## config.mk

```make
export PLATFORM = sky130hd
export DESIGN_NAME = prim_intr_hw_coal_flat
export DESIGN_NICKNAME = d
export VERILOG_FILES = /design/src/rtl/prim_intr_pkg.sv /design/src/rtl/prim_intr_hw_coal_if.sv /design/src/rtl/prim_intr_coal_ctrl.sv /design/src/rtl/prim_intr_hw_coal.sv /design/src/flat_wrapper.sv
export SDC_FILE = /design/constraint.sdc
export NUM_CORES = 1
export LEC_CHECK = 0
export CAP_MARGIN = 20
export CORE_MARGIN = 8
export CORE_UTILIZATION = 30
export DETAILED_ROUTE_END_ITERATION = 7
export PLACE_DENSITY = 0.6
export RECOVER_POWER = 100
export SLEW_MARGIN = 20
export SYNTH_ARGS = -nofsm -noshare
export SYNTH_HDL_FRONTEND = slang
export SYNTH_SLANG_ARGS = --single-unit
export TNS_END_PERCENT = 20
```

## constraint.sdc

```tcl
create_clock -name clk_i -period 9.5 [get_ports clk_i]
set_clock_uncertainty 0.1 [all_clocks]
set_input_delay 1.425 -clock clk_i [delete_from_list [all_inputs] [get_ports clk_i]]
set_output_delay 1.425 -clock clk_i [all_outputs]
set_load 0.02 [all_outputs]
```

## src/rtl/prim_intr_pkg.sv

```systemverilog
// rtl/prim_intr_pkg.sv - shared types and helpers for the interrupt coalescing front-end
package prim_intr_pkg;

    typedef enum logic [1:0] {
        CoalIdle  = 2'd0,
        CoalAccum = 2'd1,
        CoalFire  = 2'd2
    } coal_state_e;

    // Interrupt ID width; a single channel still gets a 1-bit ID port.
    function automatic int id_width(input int w);
        return (w > 1) ? $clog2(w) : 1;
    endfunction

endpackage

```

## src/rtl/prim_intr_hw_coal_if.sv

```systemverilog
// rtl/prim_intr_hw_coal_if.sv - reg2hw/hw2reg CSR bundle between reg_top and the interrupt front-end
interface prim_intr_hw_coal_if #(
    parameter int Width = 8,
    parameter int CntW  = 8,
    parameter int TmrW  = 16
);
    logic [Width-1:0] reg2hw_intr_enable_q;
    logic [Width-1:0] reg2hw_intr_test_q;
    logic             reg2hw_intr_test_qe;
    logic [Width-1:0] reg2hw_intr_state_q;
    logic [Width-1:0] reg2hw_intr_mode_q;
    logic [CntW-1:0]  reg2hw_coal_thresh_q;
    logic [TmrW-1:0]  reg2hw_coal_timeout_q;
    logic             hw2reg_intr_state_de;
    logic [Width-1:0] hw2reg_intr_state_d;

    modport master (
        output reg2hw_intr_enable_q, reg2hw_intr_test_q, reg2hw_intr_test_qe,
               reg2hw_intr_state_q, reg2hw_intr_mode_q, reg2hw_coal_thresh_q,
               reg2hw_coal_timeout_q,
        input  hw2reg_intr_state_de, hw2reg_intr_state_d
    );

    modport slave (
        input  reg2hw_intr_enable_q, reg2hw_intr_test_q, reg2hw_intr_test_qe,
               reg2hw_intr_state_q, reg2hw_intr_mode_q, reg2hw_coal_thresh_q,
               reg2hw_coal_timeout_q,
        output hw2reg_intr_state_de, hw2reg_intr_state_d
    );

endinterface

```

## src/rtl/prim_intr_coal_ctrl.sv

```systemverilog
// rtl/prim_intr_coal_ctrl.sv - coalescing FSM with saturating event counter and timeout timer
module prim_intr_coal_ctrl
    import prim_intr_pkg::*;
#(
    parameter int CntW = 8,
    parameter int TmrW = 16
) (
    input  logic            clk_i,
    input  logic            rst_i,
    input  logic            any_new,
    input  logic            pend_any,
    input  logic [CntW-1:0] thresh,
    input  logic [TmrW-1:0] timeout,
    output logic            irq_o
);

    localparam logic [1:0] StIdle  = 2'(CoalIdle);
    localparam logic [1:0] StAccum = 2'(CoalAccum);
    localparam logic [1:0] StFire  = 2'(CoalFire);

    logic [1:0]      state_q, state_d;
    logic [CntW-1:0] cnt_q, cnt_d, cnt_inc;
    logic [TmrW-1:0] tmr_q, tmr_d, tmr_inc;
    logic            bypass, hit_cnt, hit_tmr, irq_q;

    assign bypass  = (thresh <= CntW'(1));
    assign cnt_inc = (any_new && (cnt_q != '1)) ? cnt_q + CntW'(1) : cnt_q;
    assign tmr_inc = (tmr_q != '1) ? tmr_q + TmrW'(1) : tmr_q;
    // The count compare sees this cycle's event; the timer compare uses the elapsed count.
    assign hit_cnt = (cnt_inc >= thresh);
    assign hit_tmr = (timeout != '0) && (tmr_q >= timeout - TmrW'(1));

    always_comb begin
        state_d = state_q;
        cnt_d   = cnt_q;
        tmr_d   = tmr_q;
        if (bypass) begin
            state_d = StIdle;
            cnt_d   = '0;
            tmr_d   = '0;
        end else begin
            case (state_q)
                StIdle: begin
                    if (any_new) begin
                        state_d = StAccum;
                        cnt_d   = CntW'(1);
                        tmr_d   = '0;
                    end
                end
                StAccum: begin
                    if (!pend_any && !any_new) begin
                        state_d = StIdle;
                        cnt_d   = '0;
                        tmr_d   = '0;
                    end else begin
                        cnt_d = cnt_inc;
                        tmr_d = tmr_inc;
                        if (hit_cnt || hit_tmr) begin
                            state_d = StFire;
                        end
                    end
                end
                StFire: begin
                    if (!pend_any) begin
                        state_d = StIdle;
                        cnt_d   = '0;
                        tmr_d   = '0;
                    end
                end
                default: begin
                    state_d = StIdle;
                    cnt_d   = '0;
                    tmr_d   = '0;
                end
            endcase
        end
    end

    always_ff @(posedge clk_i or posedge rst_i) begin
        if (rst_i) begin
            state_q <= StIdle;
            cnt_q   <= '0;
            tmr_q   <= '0;
            irq_q   <= 1'b0;
        end else begin
            state_q <= state_d;
            cnt_q   <= cnt_d;
            tmr_q   <= tmr_d;
            irq_q   <= bypass ? pend_any : (state_d == StFire);
        end
    end

    assign irq_o = irq_q;

endmodule

```

## src/rtl/prim_intr_hw_coal.sv

```systemverilog
// rtl/prim_intr_hw_coal.sv - per-channel edge/level interrupt detection with aggregate coalesced irq
module prim_intr_hw_coal
    import prim_intr_pkg::*;
#(
    parameter int Width      = 8,
    parameter bit FlopOutput = 1'b1,
    parameter int CntW       = 8,
    parameter int TmrW       = 16,
    localparam int IdW       = id_width(Width)
) (
    input  logic              clk_i,
    input  logic              rst_i,
    input  logic [Width-1:0]  event_intr_i,
    prim_intr_hw_coal_if.slave reg_if,
    output logic [Width-1:0]  intr_o,
    output logic              irq_o,
    output logic [IdW-1:0]    irq_id_o
);

    logic [Width-1:0] event_q, det, new_event, pend;
    logic [IdW-1:0]   pend_id;
    logic             any_new;

    always_ff @(posedge clk_i or posedge rst_i) begin
        if (rst_i) begin
            event_q <= '0;
        end else begin
            event_q <= event_intr_i;
        end
    end

    assign det = (event_intr_i & ~event_q & reg_if.reg2hw_intr_mode_q)
               | (event_intr_i & ~reg_if.reg2hw_intr_mode_q);
    assign new_event = ({Width{reg_if.reg2hw_intr_test_qe}} & reg_if.reg2hw_intr_test_q) | det;

    assign reg_if.hw2reg_intr_state_de = |new_event;
    assign reg_if.hw2reg_intr_state_d  = new_event | reg_if.reg2hw_intr_state_q;

    assign pend    = reg_if.reg2hw_intr_state_q & reg_if.reg2hw_intr_enable_q;
    assign any_new = |(new_event & reg_if.reg2hw_intr_enable_q);

    // Scan downward so the lowest set index wins.
    always_comb begin
        pend_id = '0;
        for (int i = Width - 1; i >= 0; i--) begin
            if (pend[i]) begin
                pend_id = IdW'(i);
            end
        end
    end

    if (FlopOutput) begin : g_flop
        logic [Width-1:0] intr_q;
        logic [IdW-1:0]   id_q;
        always_ff @(posedge clk_i or posedge rst_i) begin
            if (rst_i) begin
                intr_q <= '0;
                id_q   <= '0;
            end else begin
                intr_q <= pend;
                id_q   <= pend_id;
            end
        end
        assign intr_o   = intr_q;
        assign irq_id_o = id_q;
    end else begin : g_comb
        assign intr_o   = pend;
        assign irq_id_o = pend_id;
    end

    prim_intr_coal_ctrl #(
        .CntW (CntW),
        .TmrW (TmrW)
    ) u_ctrl (
        .clk_i    (clk_i),
        .rst_i    (rst_i),
        .any_new  (any_new),
        .pend_any (|pend),
        .thresh   (reg_if.reg2hw_coal_thresh_q),
        .timeout  (reg_if.reg2hw_coal_timeout_q),
        .irq_o    (irq_o)
    );

endmodule
```

## src/flat_wrapper.sv

```systemverilog
// flat-port wrapper written by rule: the top's interface ports become plain ports
module prim_intr_hw_coal_flat import prim_intr_pkg::*;
#(
    parameter int Width      = 8,
    parameter bit FlopOutput = 1'b1,
    parameter int CntW       = 8,
    parameter int TmrW       = 16,
    localparam int IdW       = id_width(Width)
)
  (clk_i, rst_i, event_intr_i, intr_o, irq_o, irq_id_o, reg_if_reg2hw_intr_enable_q, reg_if_reg2hw_intr_test_q, reg_if_reg2hw_intr_test_qe, reg_if_reg2hw_intr_state_q, reg_if_reg2hw_intr_mode_q, reg_if_reg2hw_coal_thresh_q, reg_if_reg2hw_coal_timeout_q, reg_if_hw2reg_intr_state_de, reg_if_hw2reg_intr_state_d);
  prim_intr_hw_coal_if #(.Width(Width), .CntW(CntW), .TmrW(TmrW)) reg_if_i ();
  input  logic clk_i;
  input  logic rst_i;
  input  logic [Width-1:0] event_intr_i;
  output logic [Width-1:0] intr_o;
  output logic irq_o;
  output logic [IdW-1:0] irq_id_o;
  input wire logic [$bits(reg_if_i.reg2hw_intr_enable_q)-1:0] reg_if_reg2hw_intr_enable_q;
  input wire logic [$bits(reg_if_i.reg2hw_intr_test_q)-1:0] reg_if_reg2hw_intr_test_q;
  input wire logic [$bits(reg_if_i.reg2hw_intr_test_qe)-1:0] reg_if_reg2hw_intr_test_qe;
  input wire logic [$bits(reg_if_i.reg2hw_intr_state_q)-1:0] reg_if_reg2hw_intr_state_q;
  input wire logic [$bits(reg_if_i.reg2hw_intr_mode_q)-1:0] reg_if_reg2hw_intr_mode_q;
  input wire logic [$bits(reg_if_i.reg2hw_coal_thresh_q)-1:0] reg_if_reg2hw_coal_thresh_q;
  input wire logic [$bits(reg_if_i.reg2hw_coal_timeout_q)-1:0] reg_if_reg2hw_coal_timeout_q;
  output wire logic [$bits(reg_if_i.hw2reg_intr_state_de)-1:0] reg_if_hw2reg_intr_state_de;
  output wire logic [$bits(reg_if_i.hw2reg_intr_state_d)-1:0] reg_if_hw2reg_intr_state_d;
  assign reg_if_i.reg2hw_intr_enable_q = reg_if_reg2hw_intr_enable_q;
  assign reg_if_i.reg2hw_intr_test_q = reg_if_reg2hw_intr_test_q;
  assign reg_if_i.reg2hw_intr_test_qe = reg_if_reg2hw_intr_test_qe;
  assign reg_if_i.reg2hw_intr_state_q = reg_if_reg2hw_intr_state_q;
  assign reg_if_i.reg2hw_intr_mode_q = reg_if_reg2hw_intr_mode_q;
  assign reg_if_i.reg2hw_coal_thresh_q = reg_if_reg2hw_coal_thresh_q;
  assign reg_if_i.reg2hw_coal_timeout_q = reg_if_reg2hw_coal_timeout_q;
  assign reg_if_hw2reg_intr_state_de = reg_if_i.hw2reg_intr_state_de;
  assign reg_if_hw2reg_intr_state_d = reg_if_i.hw2reg_intr_state_d;
  prim_intr_hw_coal #(.Width(Width), .FlopOutput(FlopOutput), .CntW(CntW), .TmrW(TmrW)) u_core (.clk_i(clk_i), .rst_i(rst_i), .event_intr_i(event_intr_i), .reg_if(reg_if_i), .intr_o(intr_o), .irq_o(irq_o), .irq_id_o(irq_id_o));
endmodule
```

* Yosys cells after proc, flatten, opt, wreduce, memory -nomap -nowiden *
Index checks and enable logic that the tools add are counted.

word-level totals
  input bits = 67
  output and inout port bits = 21
  flip-flop bits (word level) = 46

cells by class
  equality and inequality tests = 8
  reduce and logical (&&, ||, !) cells = 13
  bitwise operators = 11
  magnitude comparators = 3
  mux-type cells = 27
  add/sub/neg operators = 3

operator list
  operator                                                               count
  16-bit two-way mux                                                     5
  8-bit bitwise AND                                                      6
  16-bit case mux with 3 select lines                                    1
  8-bit two-way mux                                                      5
  3-bit two-way mux                                                      8
  8-bit OR                                                               3
  8-bit case mux with 3 select lines                                     1
  8-bit OR reduction                                                     3
  16-bit by 1-bit adder with 16-bit output, second input constant        1
  16-bit greater-or-equal comparator                                     1
  16-bit inequality test, second input constant                          1
  8-bit NOT                                                              2
  16-bit nonzero test                                                    1
  16-bit by 1-bit subtractor with 16-bit output, second input constant   1
  2-bit two-way mux                                                      5
  8-bit by 1-bit adder with 8-bit output, second input constant          1
  8-bit greater-or-equal comparator                                      1
  8-bit by 1-bit <= comparator with 1-bit output, second input constant  1
  8-bit inequality test, second input constant                           1
  3-bit inequality test, second input constant                           2
  2-bit case mux with 3 select lines                                     1
  2-bit equality test, second input constant                             2
  4-bit inequality test, second input constant                           1
  1-bit logical AND                                                      3
  7 further kinds                                                        8

* Longest topological paths before layout *
  word-level depth = 17
  mapped depth = 14
  mapped depth without buffers = 13

* Hierarchy *
From an unflattened synthesis, not the netlist that was laid out.

second synthesis, totals
  cells, all modules = 375
  area total of the unflattened synthesis = 3,349.5 µm²

by module, submodules not included
  module               cells an instance  times used  area each (µm²)  seq. area each (µm²)
  prim_intr_coal_ctrl  287                1           2,472.4          675.6
  prim_intr_hw_coal    88                 1           877.1            475.5

* Worst setup path before layout *
OpenSTA, ideal clock, no wires.

  path kind = input port to flip-flop
  start point = input port event_intr_i[1]
  end point = register u_core.u_ctrl.state_q[0]
  stages on the path = 14
  path slack = 5.318 ns
  data arrival time = 4.017 ns
  path buffers = 1
  path through = a21boi_0 a32oi_1 and3b_1 buf_6 a21oi_1 nand2_1 xnor2_1 ha_1 a21oi_1 o21ai_0 a221oi_1 nand2_1 o21ai_0 o221a_2

between the ends
  word-level cells in the longest chain between the ends = 14
  elaborated cells between the ends (all ways) = 18

RTL lines
  what                                    RTL line                   source
  start: declaration                      flat_wrapper.sv:14         input logic [Width-1:0] event_intr_i;
  8-bit bitwise AND (2 in series)         prim_intr_hw_coal.sv:32    assign det = (event_intr_i & ~event_q & reg_if.reg2hw_intr_mode_q)
  8-bit OR (*)                            prim_intr_hw_coal.sv:33    | (event_intr_i & ~reg_if.reg2hw_intr_mode_q);
  8-bit OR (*)                            prim_intr_hw_coal.sv:34    assign new_event = ({Width{reg_if.reg2hw_intr_test_qe}} & reg_if.reg2hw_intr_test_q) | det;
  8-bit bitwise AND (*)                   prim_intr_hw_coal.sv:40    assign any_new = |(new_event & reg_if.reg2hw_intr_enable_q);
  8-bit OR reduction (*)                  prim_intr_hw_coal.sv:40
  1-bit logical AND                       prim_intr_coal_ctrl.sv:27  assign cnt_inc = (any_new && (cnt_q != '1)) ? cnt_q + CntW'(1) : cnt_q;
  8-bit two-way mux                       prim_intr_coal_ctrl.sv:27
  8-bit greater-or-equal comparator       prim_intr_coal_ctrl.sv:30  assign hit_cnt = (cnt_inc >= thresh);
  1-bit logical OR                        prim_intr_coal_ctrl.sv:58  if (hit_cnt || hit_tmr) begin
  2-bit two-way mux                       prim_intr_coal_ctrl.sv:58
  2-bit two-way mux                       prim_intr_coal_ctrl.sv:51  if (!pend_any && !any_new) begin
  2-bit case mux with 3 select lines (*)  prim_intr_coal_ctrl.sv:42  case (state_q)
  2-bit two-way mux (*)                   prim_intr_coal_ctrl.sv:37  if (bypass) begin
  named net u_core.u_ctrl.state_d[0]      prim_intr_coal_ctrl.sv:21  logic [1:0] state_q, state_d;
  end signal: assignment                  prim_intr_coal_ctrl.sv:81  state_q <= StIdle;
  end signal: assignment                  prim_intr_coal_ctrl.sv:86  state_q <= state_d;
  end: declaration                        prim_intr_coal_ctrl.sv:21

Mark *: on every way through the listed nets, which the timed path passes. The rest lies on a longest branch.
A chain may end at the register's enable or synchronous reset.

* Final worst setup path *
  start point = input port reg_if_reg2hw_intr_test_qe
  end point = output port reg_if_hw2reg_intr_state_de

between the ends
  word-level cells in the longest chain between the ends = 3

RTL lines
  what                RTL line                 source
  start: declaration  flat_wrapper.sv:20       input wire logic [$bits(reg_if_i.reg2hw_intr_test_qe)-1:0] reg_if_reg2hw_intr_test_qe;
  8-bit bitwise AND   prim_intr_hw_coal.sv:34
  8-bit OR            prim_intr_hw_coal.sv:34
  8-bit OR reduction  prim_intr_hw_coal.sv:36  assign reg_if.hw2reg_intr_state_de = |new_event;
  end: declaration    flat_wrapper.sv:25       output wire logic [$bits(reg_if_i.hw2reg_intr_state_de)-1:0] reg_if_hw2reg_intr_state_de;

No other way between the ends.

==> results.cfg <==
[worst_setup_path]
crit_fanout = 12
crit_path_end_kind = output pin
cp.required_ns = 7.98
worstSetupStartpointType = primary input
critPathKind = in2out
regToRegSetupSlack_ns = 5.68
arrival_ns = 3.74

[synth]
synth_top_area_cell = dfrtp_1
ys_seq_elements = 46
ys_warn_count = 0
synthTopCellsByArea = dfrtp_1, ha_1, xnor2_1
synth_flop_cell = dfrtp_1
avgSynthCellArea_um2 = 8.893
async_reset_ff_share_pct = 100.0
synth_edf_count = 0
synth_cell_types = 54
syn_area_um2 = 3460
yosys.area.top_type_share_pct = 33.27
syn_nets = 484
syn_inst = 389
ys_seq_area_share_pct = 33.27

[run]
cap_violations = 1

[route]
wirelength_mm = 10.43
drc = 0
vias = 3434
ant_nets = 0
dr.pass1.iters = 5
vias_per_cell = 5.548
wl_per_cell_um = 16.85
drtIter0Drc = 252

[clock_tree]
cts.clk_slew.worst_paths_ns = 0.06
cts_resized = 0
cts_tree = yes
clockRootBuffer = clkbuf_16
htree_levels = 2
cts_hold_buf = 0
clk_latency_ns = 0.29
post_cts_buffers = 0
cts.sinks = 46
cts_buffers = 5
clockBufferDepth = 2

[timing]
hold_viol_final = 0
relSlewSlack_pct = -39.38
fmax_mhz = 190.1
fin_crit_sh_pct = 55.38
setup_slack_ns = 4.239
setup_tns_ns = 0
worst_slew_pin_slew_ns = 2.079
post-route-min-period_ns = 5.261
setup_violations = 0
maxSlewViolCount = 47
holdWs_ns = 0.4606
rsz0062_at_grt = no

[finish]
nFillCells = 1132
multi_input_area_um2 = 2158
seq_area_um2 = 1151
mostFrequentLayoutCell = clkdlybuf4s50_1
final_cell_mix = clkdlybuf4s50_1, dfrtp_1, dlygate4sd3_1
fin_util_pct = 40.88
n_antenna_cell = 0
nNetsFinal = 570
final_cells = 619
syn2layout_area_growth_pct = 33.78
drive_gt1_share_pct = 3.992

[pwr]
power.density_nw_per_um2 = 160.3
max-vdd-ir-drop_uv = 76.71
p_leak_nw = 1.944

[grt]
grt_pass1_vias = 3472
antenna_found_initial = 0
grt_max_degree = 47
overflow = 0
grt_usage_pct = 14.01
grt_pass1_wl_mm = 17.17

[status]
status = complete, but fails checks
violations = max-capacitance violations, max-slew violations

[place]
pre_cts_ws_ns = 4.114
port_buffers = 87
gp_congestion = 0.8961
post-dp-hpwl_mm = 8.270
placed_cells = 611

[die]
die_height_um = 123.4
die_area_um2 = 15220
start_util_pct = 30.56
core.rowCount = 39
die_x_um = 123.4
num_io_pins = 88
core_area_um2 = 11320

[min_path]
hold_class = reg2reg
layout make-up:
cell class	instances	area share, %
clock buffer	6	2.785
clock inverter	2	0.8110
inverter	25	2.055
multi-input combinational	309	46.63
sequential	46	24.87
tap	143	3.866
timing repair buffer	88	18.98
power by group:
group / internal [mW] / total [mW] / switching [mW]
logic: 0.127 / 0.275 / 0.148
registers: 0.227 / 0.266 / 0.0397
clock network: 0.124 / 0.200 / 0.0756
total: 0.479 / 0.742 / 0.263
synthesized netlist by cell type, types with 2 or more instances:
cell type,n
and4_1,2
a21boi_0,3
or3_1,2
a31oi_1,8
o211ai_1,6
and2_1,9
o221ai_1,7
and4b_1,2
a22o_1,6
inv_1,25
o2bb2ai_1,3
nor2_1,21
a21o_1,3
and3_1,5
buf_6,3
o21bai_1,2
o21a_1,2
a211oi_1,2
a2111oi_0,2
nand3b_1,2
xor2_1,7
clkbuf_1,6
nor4_1,6
or2_2,3
a211o_1,4
dfrtp_1,46
a21oi_1,12
nand2_1,29
xnor2_1,19
nand2b_1,5
a32oi_1,2
and4_4,2
nor3_1,12
nand4b_1,2
a41oi_1,6
nand3_1,31
a221o_1,2
nor2b_1,7
ha_1,28
nand4_1,12
o21ai_0,12
a22oi_1,8
a221oi_1,2
metrics by stage:
step,total power [mW],cell area [um^2]
floorplan,0.4444,3460
global placement,0.5401,4461
detailed placement,0.5487,4461
CTS,0.7499,4627
global route,0.7925,4628
finish,0.7418,4628
path summary, 6_finish.rpt:
check                                               to                       start  depth (start not counted)
max                        reg_if_hw2reg_intr_state_de  reg_if_reg2hw_intr_test_qe                          6
min in group asynchronous             u_core.intr_o[3]                       rst_i                          2
min reg2reg                     u_core.u_ctrl.cnt_q[6]      u_core.u_ctrl.cnt_q[6]                          1
min                             u_core.u_ctrl.cnt_q[6]      u_core.u_ctrl.cnt_q[6]                          1
max reg2reg                   u_core.u_ctrl.state_q[0]           u_core.event_q[1]                         13
max in group asynchronous            u_core.event_q[0]                       rst_i                          2
state kept, by name, indices dropped and copies added (netlist names):
signal and flops:
u_core.event_q 8, u_core.u_ctrl.irq_o 1, u_core.irq_id_o 3, u_core.u_ctrl.cnt_q 8, u_core.intr_o 8, u_core.u_ctrl.tmr_q 16, u_core.u_ctrl.state_q 2
layer usage:
metal / vias up / track usage, % / wire length (um)
met5: - / 0 / 0
met4: 0 / 3.311 / 88
met3: 8 / 4.521 / 956
met2: 138 / 23.15 / 4929
met1: 1636 / 17.35 / 4459
li1: 1652 / - / -
critical path, cell delays in order:
cell and delay (ns):
dlygate4sd3_1 0.70, a22o_1 0.28, a211o_1 0.22, a2111oi_0 0.29, nand4_1 0.14, dlygate4sd3_1 0.67
cells by family after synthesis:
| group | Yosys count | synth area share, % |
|---|---|---|
| flops | 46 | 33.27 |
| fa+ha+maj | 28 | 10.13 |
| buf+inv | 34 | 4.340 |
| mux | 1 | 0.2893 |
| xor+xnor | 26 | 6.582 |
| compound gates | 97 | 20.62 |
| simple gates | 157 | 24.77 |
(Power assumes the default switching activity.)
